File: src/rtl/gin_seq_pkg.sv
// gin_seq_pkg: state encoding and counter width shared by gin_sequencer and its bench.
package gin_seq_pkg;

  localparam int XFER_CNT_W = 16;

  typedef enum logic [1:0] {
    ST_IDLE = 2'd0,
    ST_PROG = 2'd1,
    ST_RUN  = 2'd2
  } gin_state_e;

endpackage

File: src/rtl/gin_out_reg.sv
// gin_out_reg: one-entry valid/ready register holding the beat presented to gin_bus.
// A held beat reloads in the same cycle it is delivered, giving one beat per cycle.
module gin_out_reg #(
  parameter int TAG_W  = 4,
  parameter int DATA_W = 16
) (
  input  logic              clk,
  input  logic              rstb,
  input  logic              en_i,
  input  logic              hold_i,
  input  logic              in_valid_i,
  output logic              in_ready_o,
  input  logic [TAG_W-1:0]  in_tag_i,
  input  logic [DATA_W-1:0] in_data_i,
  input  logic              out_ready_i,
  output logic              out_valid_o,
  output logic              out_fire_o,
  output logic [TAG_W-1:0]  out_tag_o,
  output logic [DATA_W-1:0] out_data_o
);

  logic              vld_q, vld_d;
  logic [TAG_W-1:0]  tag_q, tag_d;
  logic [DATA_W-1:0] data_q, data_d;
  logic              load;

  assign out_fire_o = vld_q && out_ready_i;
  assign in_ready_o = en_i && !hold_i && (!vld_q || out_ready_i);
  assign load       = in_valid_i && in_ready_o;

  always_comb begin
    vld_d  = vld_q;
    tag_d  = tag_q;
    data_d = data_q;
    if (load) begin
      vld_d  = 1'b1;
      tag_d  = in_tag_i;
      data_d = in_data_i;
    end else if (out_fire_o) begin
      vld_d  = 1'b0;
    end
  end

  always_ff @(posedge clk) begin
    if (rstb) begin
      vld_q  <= 1'b0;
      tag_q  <= '0;
      data_q <= '0;
    end else begin
      vld_q  <= vld_d;
      tag_q  <= tag_d;
      data_q <= data_d;
    end
  end

  assign out_valid_o = vld_q;
  assign out_tag_o   = tag_q;
  assign out_data_o  = data_q;

endmodule

File: src/rtl/gin_sequencer.sv
// gin_sequencer: programs the gin_bus tag-ID scan chain, then streams tagged beats onto the bus.
// Optional stall counter output enabled by defining GIN_SEQ_STALL_CNT_EN.
//   state   | meaning
//   ST_IDLE | waiting for cfg_start, bus quiet
//   ST_PROG | shifting NUM_CONTROLLERS scan tags into the chain
//   ST_RUN  | forwarding in_* beats to the bus under unit_ready
module gin_sequencer
  import gin_seq_pkg::*;
#(
  parameter int BITWIDTH        = 16,
  parameter int TAG_LENGTH      = 4,
  parameter int NUM_CONTROLLERS = 10
) (
  input  logic                  clk,
  input  logic                  rstb,
  input  logic                  cfg_start,
  input  logic                  cfg_valid,
  output logic                  cfg_ready,
  input  logic [TAG_LENGTH-1:0] cfg_tag,
  input  logic                  in_valid,
  output logic                  in_ready,
  input  logic [TAG_LENGTH-1:0] in_tag,
  input  logic [BITWIDTH-1:0]   in_data,
  input  logic                  stop,
  input  logic                  unit_ready,
  output logic                  bus_program,
  output logic                  bus_enable,
  output logic [TAG_LENGTH-1:0] bus_scan_tag,
  output logic [TAG_LENGTH-1:0] bus_tag,
  output logic [BITWIDTH-1:0]   bus_value,
  output logic                  bus_unit_ready,
  output logic                  busy,
  output logic [XFER_CNT_W-1:0] xfer_count
`ifdef GIN_SEQ_STALL_CNT_EN
  ,
  output logic [15:0]           stall_count
`endif
);

  localparam int SCAN_W = $clog2(NUM_CONTROLLERS);

  gin_state_e            state_q, state_d;
  logic [SCAN_W-1:0]     scan_cnt_q, scan_cnt_d;
  logic [XFER_CNT_W-1:0] xfer_cnt_q, xfer_cnt_d;
  logic                  prog_q, prog_d;
  logic [TAG_LENGTH-1:0] scan_tag_q, scan_tag_d;
  logic                  run;
  logic                  cfg_acc;
  logic                  last_beat;
  logic                  out_vld;
  logic                  out_fire;
  logic [TAG_LENGTH-1:0] out_tag;
  logic [BITWIDTH-1:0]   out_data;

  assign run       = (state_q == ST_RUN);
  assign cfg_ready = (state_q == ST_PROG);
  assign cfg_acc   = cfg_valid && cfg_ready;
  assign last_beat = (scan_cnt_q == SCAN_W'(NUM_CONTROLLERS - 1));

  always_comb begin
    state_d    = state_q;
    scan_cnt_d = scan_cnt_q;
    xfer_cnt_d = xfer_cnt_q;
    prog_d     = 1'b0;
    scan_tag_d = '0;
    case (state_q)
      ST_IDLE: begin
        if (cfg_start) begin
          state_d    = ST_PROG;
          scan_cnt_d = '0;
          xfer_cnt_d = '0;
        end
      end
      ST_PROG: begin
        if (cfg_acc) begin
          prog_d     = 1'b1;
          scan_tag_d = cfg_tag;
          scan_cnt_d = scan_cnt_q + SCAN_W'(1);
          // leaving PROG on the last beat drops cfg_ready before another beat can be taken
          if (last_beat) state_d = ST_RUN;
        end
      end
      ST_RUN: begin
        if (out_fire) xfer_cnt_d = xfer_cnt_q + XFER_CNT_W'(1);
        if (stop && (!out_vld || out_fire)) state_d = ST_IDLE;
      end
      default: state_d = ST_IDLE;
    endcase
  end

  always_ff @(posedge clk) begin
    if (rstb) begin
      state_q    <= ST_IDLE;
      scan_cnt_q <= '0;
      xfer_cnt_q <= '0;
      prog_q     <= 1'b0;
      scan_tag_q <= '0;
    end else begin
      state_q    <= state_d;
      scan_cnt_q <= scan_cnt_d;
      xfer_cnt_q <= xfer_cnt_d;
      prog_q     <= prog_d;
      scan_tag_q <= scan_tag_d;
    end
  end

  gin_out_reg #(
    .TAG_W  (TAG_LENGTH),
    .DATA_W (BITWIDTH)
  ) u_out_reg (
    .clk         (clk),
    .rstb        (rstb),
    .en_i        (run),
    .hold_i      (stop),
    .in_valid_i  (in_valid),
    .in_ready_o  (in_ready),
    .in_tag_i    (in_tag),
    .in_data_i   (in_data),
    .out_ready_i (unit_ready),
    .out_valid_o (out_vld),
    .out_fire_o  (out_fire),
    .out_tag_o   (out_tag),
    .out_data_o  (out_data)
  );

`ifdef GIN_SEQ_STALL_CNT_EN
  logic [15:0] stall_cnt_q, stall_cnt_d;

  always_comb begin
    stall_cnt_d = stall_cnt_q;
    if (state_q == ST_IDLE && cfg_start) begin
      stall_cnt_d = '0;
    end else if (run && out_vld && !unit_ready && stall_cnt_q != 16'hFFFF) begin
      stall_cnt_d = stall_cnt_q + 16'd1;
    end
  end

  always_ff @(posedge clk) begin
    if (rstb) stall_cnt_q <= '0;
    else      stall_cnt_q <= stall_cnt_d;
  end

  assign stall_count = stall_cnt_q;
`endif

  assign bus_program    = prog_q;
  assign bus_scan_tag   = scan_tag_q;
  assign bus_enable     = out_vld;
  assign bus_tag        = out_tag;
  assign bus_value      = out_data;
  assign bus_unit_ready = run && unit_ready;
  assign busy           = (state_q != ST_IDLE);
  assign xfer_count     = xfer_cnt_q;

endmodule

File: config.mk
export PLATFORM = sky130hd
export DESIGN_NAME = gin_sequencer
export DESIGN_NICKNAME = d
export VERILOG_FILES = /design/src/rtl/gin_seq_pkg.sv /design/src/rtl/gin_out_reg.sv /design/src/rtl/gin_sequencer.sv
export SDC_FILE = /design/constraint.sdc
export NUM_CORES = 1
export LEC_CHECK = 0
export CAP_MARGIN = 25
export CORE_MARGIN = 10
export CORE_UTILIZATION = 46
export DETAILED_ROUTE_END_ITERATION = 12
export GPL_ROUTABILITY_DRIVEN = 1
export PLACE_DENSITY = 0.95
export SLEW_MARGIN = 15
export SYNTH_ARGS = -nofsm -noshare
export SYNTH_HDL_FRONTEND = slang
export SYNTH_SLANG_ARGS = --single-unit
File: constraint.sdc
create_clock -name clk -period 4.6 [get_ports clk]
set_clock_uncertainty 0.2 [all_clocks]
set_input_delay 0.69 -clock clk [delete_from_list [all_inputs] [get_ports clk]]
set_output_delay 0.69 -clock clk [all_outputs]
set_load 0.05 [all_outputs]
Word-level counts from Yosys, hierarchy flattened

Cells that the tools add are included.

Logic and storage cells: 55
Flip-flop bits (word level): 48
Output and inout bits: 46
Bits of input ports: 31

Reduce and logical (&&, ||, !) cells: 21
Mux-type cells: 14
Bitwise operators: 2
$add $sub $neg: 2
Eq/ne operators: 8

Operators with widths:

| kind                                                  | number |
|---|---|
| 2-to-1 mux 16 bit                                     | 2 |
| case mux 16 bit (2 select lines)                      | 1 |
| adder 16 x 1 -> 16 bit, second input constant         | 1 |
| 2-to-1 mux 2 bit                                      | 4 |
| 2-to-1 mux 4 bit                                      | 2 |
| inequality test 2 x 1 -> 1 bit, second input constant | 4 |
| case mux 4 bit (2 select lines)                       | 1 |
| nonzero test 2 bit                                    | 4 |
| logical AND 1 bit                                     | 7 |
| case mux 2 bit (3 select lines)                       | 1 |
| AND reduction 3 bit                                   | 2 |
| adder 4 x 1 -> 4 bit, second input constant           | 1 |
| == test 4 bit, second input constant                  | 1 |
| AND reduction 4 bit                                   | 1 |
| 2-to-1 mux 1 bit                                      | 3 |
| OR reduction 3 bit                                    | 1 |
| == test 2 x 1 -> 1 bit, second input constant         | 1 |
| == test 2 bit, second input constant                  | 1 |
| zero test 1 bit                                       | 2 |
| zero test 2 bit                                       | 1 |
| logical OR 1 bit                                      | 2 |
| inequality test 2 bit, second input constant          | 1 |
| NOT 1 bit                                             | 2 |
| OR reduction 2 bit                                    | 1 |

Logic depth before layout (Yosys ltp)

Word-level depth: 5
Gate-level depth with buffers: 7

Cells and area by module

A second synthesis with hierarchy kept.

Cell total of the unflattened synthesis: 231
Area, all modules: 2198.4 µm²

By module, submodules not included:

| module        | cells each | area an instance (µm²) | times used |
|---|---|---|---|
| gin_sequencer | 137        | 1206.2                 | 1 |
| gin_out_reg   | 94         | 992.2                  | 1 |

Worst setup path before layout

OpenSTA, ideal clock, no wires.

Path kind: input-to-reg
Start point: input port cfg_start
End point: register xfer_cnt_q[15], in the netlist xfer_count[15]
Data arrival time: 2060 ps
Slack: 2269 ps
Stages: 6
Required time: 4329 ps
Cell sequence: or3b_1 buf_2 a21o_1 buf_6 or4_1 a21oi_1

Cells in the longest elaborated chain, start to end: 2

RTL lines:

| element                         | line                 | RTL |
|---|---|---|
| from (decl)                     | gin_sequencer.sv:16  | `input logic cfg_start,` |
| inequality test 2 bit (no line) | -                    |  |
| AND reduction 3 bit (no line)   | -                    |  |
| to (signal assigned)            | gin_sequencer.sv:101 | `xfer_cnt_q <= xfer_cnt_d;` |
| to (decl)                       | gin_sequencer.sv:44  | `logic [XFER_CNT_W-1:0] xfer_cnt_q, xfer_cnt_d;` |

No other way between the ends.
A chain may end at the register's enable or synchronous reset.

Final worst setup path

Start point: input port unit_ready
End point: output port in_ready

Cells in the longest elaborated chain, start to end: 2

RTL lines:

| element           | line                | RTL |
|---|---|---|
| from (decl)       | gin_sequencer.sv:25 | `input logic unit_ready,` |
| logical OR 1 bit  | gin_out_reg.sv:28   | `assign in_ready_o = en_i && !hold_i && (!vld_q \|\| out_ready_i);` |
| logical AND 1 bit | gin_out_reg.sv:28   |  |
| to (decl)         | gin_sequencer.sv:21 | `output logic in_ready,` |

No other way between the ends.

==> out/metrics.csv <==
metric;value;unit
syn_inst;231;
end_kind;output pin;
syn-cell-area;1970;um2
setup_viol;0;
viasPerCell;5.25;
grt_pass1_vias;1841;
wirelength;5360;um
core-area;4090;um2
worst_hold_slack;256;ps
final_cell_area;2870;um2
hold_buffers;0;
slew_headroom;0.399;
ys_ff_latch;48;
cts_tree;built;
drt_iter0_markers;131;
drive_above_1_share;0.0396;
initial_core_util;0.483;
layout.nets;336;
ys_types;39;
synth_edf_count;0;
ctsResizeCount;0;
required;3710;ps
area_growth;45.2;%
port_buffers;76;
cts_num_sinks;48;
ir_drop;0.270;mV
drv_slew;0;
ys_async_sr_fraction;0;
seqPwrFrac;0.500;
fill_cells;333;
crit_path_start;unit_ready;
crit_top_cell;clkdlybuf4s50_1;
cp_cell_sequence;clkdlybuf4s50_1 -> nand2b_1 -> and3_1 -> clkdlybuf4s50_1;
layout_commonest_cell;clkdlybuf4s50_1;
r2r-start;state_q[1];
power_frac_clock;0.384;
antenna_cells;0;
cts_setup_buffers;0;
outcome;complete, no violations;
p_per_area;299;nW/um2
dp_hpwl;4050;um
cts.clk_slew.worst_paths;70;ps
dr.pass1.iters;4;
clock_latency;290;ps
internal_power;0.000658;W
hp-class;reg2reg;
crit_type;in2out;
ys.flop_type;dfxtp_1;
mostFrequentLayoutCells;76 x clkdlybuf4s50_1, 48 x dfxtp_1, 46 x nand2_1, 32 x a21oi_1, 13 x nor2_1;
final_hold_viol_count;0;
core.rowCount;23;
finalCritPeriodShare;0.708;
min_period;3260;ps
routedWlPerCell;15.2;um
synth_area_per_cell;8.55;um2
critical-path-top-delay-family;buffers and inverters;
maxCapViolations;0;
grt_overflow_total;0;
cp-start-kind;primary input;
dieArea;7310;um2
place_congestion;0.796;
antenna_found_initial;0;
max_freq;307;MHz
grt_pass1_wl;8980;um
cp_slowest_cell;clkdlybuf4s50_1;
p_leak;0.967;nW
crit_buf_inv;2;
p_sw;0.000199;W
synth_nets;265;
htreeDepth;2;
worstPathMaxFanout;5;
final_util;0.701;
vias;1853;
die_h;85.5;um
drc;0;
post_dp_cell_area;2740;um2
grt_max_degree;31;
cts_root_buf;clkbuf_8;
cts_buffers;5;
clock_path_buffers;2;
hp-start;u_out_reg.out_data_o[1];
yosysWarnings;0;
ant_nets;0;
die_w;85.5;um
arrival;2370;ps
ys_seq_area_frac;0.487;
tightest_slew;898;ps
tns;0;ps
rsz0062_at_grt;false;
p_sw_frac;0.232;
io_pins;77;
cpPeakStageDelay;820;ps
combPwrFrac;0.116;
track_usage;0.147;
[per-stage QoR]
stage / total power (W) / std cells / worst slack [ps]
floorplan: 0.000493 / 231 / 2270
global placement: 0.000537 / 345 / 1350
detailed placement: 0.000538 / 345 / 1330
CTS: 0.000863 / 353 / 1330
global route: 0.000892 / 353 / 1280
finish: 0.000857 / 353 / 1340
[layer usage]
| metal | share of wire | up-vias | wire length, um | track usage |
|---|---|---|---|---|
| met5 | 0 | - | 0 | 0 |
| met4 | 0.015 | 0 | 79 | 0.0569 |
| met3 | 0.095 | 4 | 510 | 0.0728 |
| met2 | 0.50 | 53 | 2660 | 0.241 |
| met1 | 0.39 | 847 | 2110 | 0.159 |
| li1 | - | 949 | - | - |
[cells in the mapped netlist, drive strengths merged, types with 2 or more instances]
library cell	instances	area (um2)
nand4b	2	17.5
or3	4	25.0
xor2	4	35.0
nor2b	2	12.5
a211oi	3	22.5
buf	4	31.3
nor2	13	48.8
or4	5	37.5
and2	5	31.3
nand3	6	30.0
nand4	4	25.0
inv	4	15.0
mux2i	2	20.0
and3	3	18.8
a21oi	32	160
and4	2	17.5
ha	3	37.5
nand2	46	173
o211ai	2	15.0
o21ai	5	25.0
dfxtp	48	961
nor3b	2	20.0
nand2b	3	18.8
xnor2	4	35.0
o31ai	4	30.0
clkbuf	9	33.8
o2111ai	2	17.5
[power groups by stage]
stage	registers, W	logic [W]	clock network [W]
2_1_floorplan	0.000448	0.0000454	0
3_3_place_gp	0.000438	0.0000988	0
3_5_place_dp	0.000438	0.0000998	0
4_1_cts	0.000428	0.000100	0.000335
5_1_grt	0.000430	0.000108	0.000355
6_report	0.000428	0.0000998	0.000329
[cells by family after synthesis]
logic type	after synthesis	synth area share
xor+xnor	8	0.0355
fa+ha+maj	3	0.0190
simple gates	103	0.264
compound gates	50	0.144
flops	48	0.487
mux	2	0.0101
buf+inv	17	0.0405
[registers in the layout, summed over array words and instances (netlist names)]
| name | cells |
|---|---|
| state_q | 2 |
| u_out_reg.out_tag_o | 4 |
| u_out_reg.out_data_o | 16 |
| u_out_reg.out_valid_o | 1 |
| scan_cnt_q | 4 |
| xfer_count | 16 |
| bus_program | 1 |
| bus_scan_tag | 4 |
[tightest hold or removal path: stages, from the launching register on]
cell and delay, ps:
dfxtp_1 310, nand2_1 50, a21oi_1 50
[final timing paths]
| kind | to | slack [ps] | depth (start not counted) |
|---|---|---|---|
| max | in_ready | 1340 | 4 |
| min | u_out_reg.out_data_o[1] | 260 | 2 |
| max reg2reg | u_out_reg.out_data_o[7] | 2270 | 4 |
| min reg2reg | u_out_reg.out_data_o[1] | 260 | 2 |
[cell type report]
class                   count  area (um2)  area share
clock buffers               7        96.3      0.0336
clock inverters             1        30.0      0.0105
inverters                   4        15.0     0.00524
multi-input cells         166         933       0.326
flip-flops and latches     48         961       0.335
well taps                  50        62.6      0.0218
repair buffers             77         768       0.268
No activity file was read; power rests on OpenSTA's default activity.
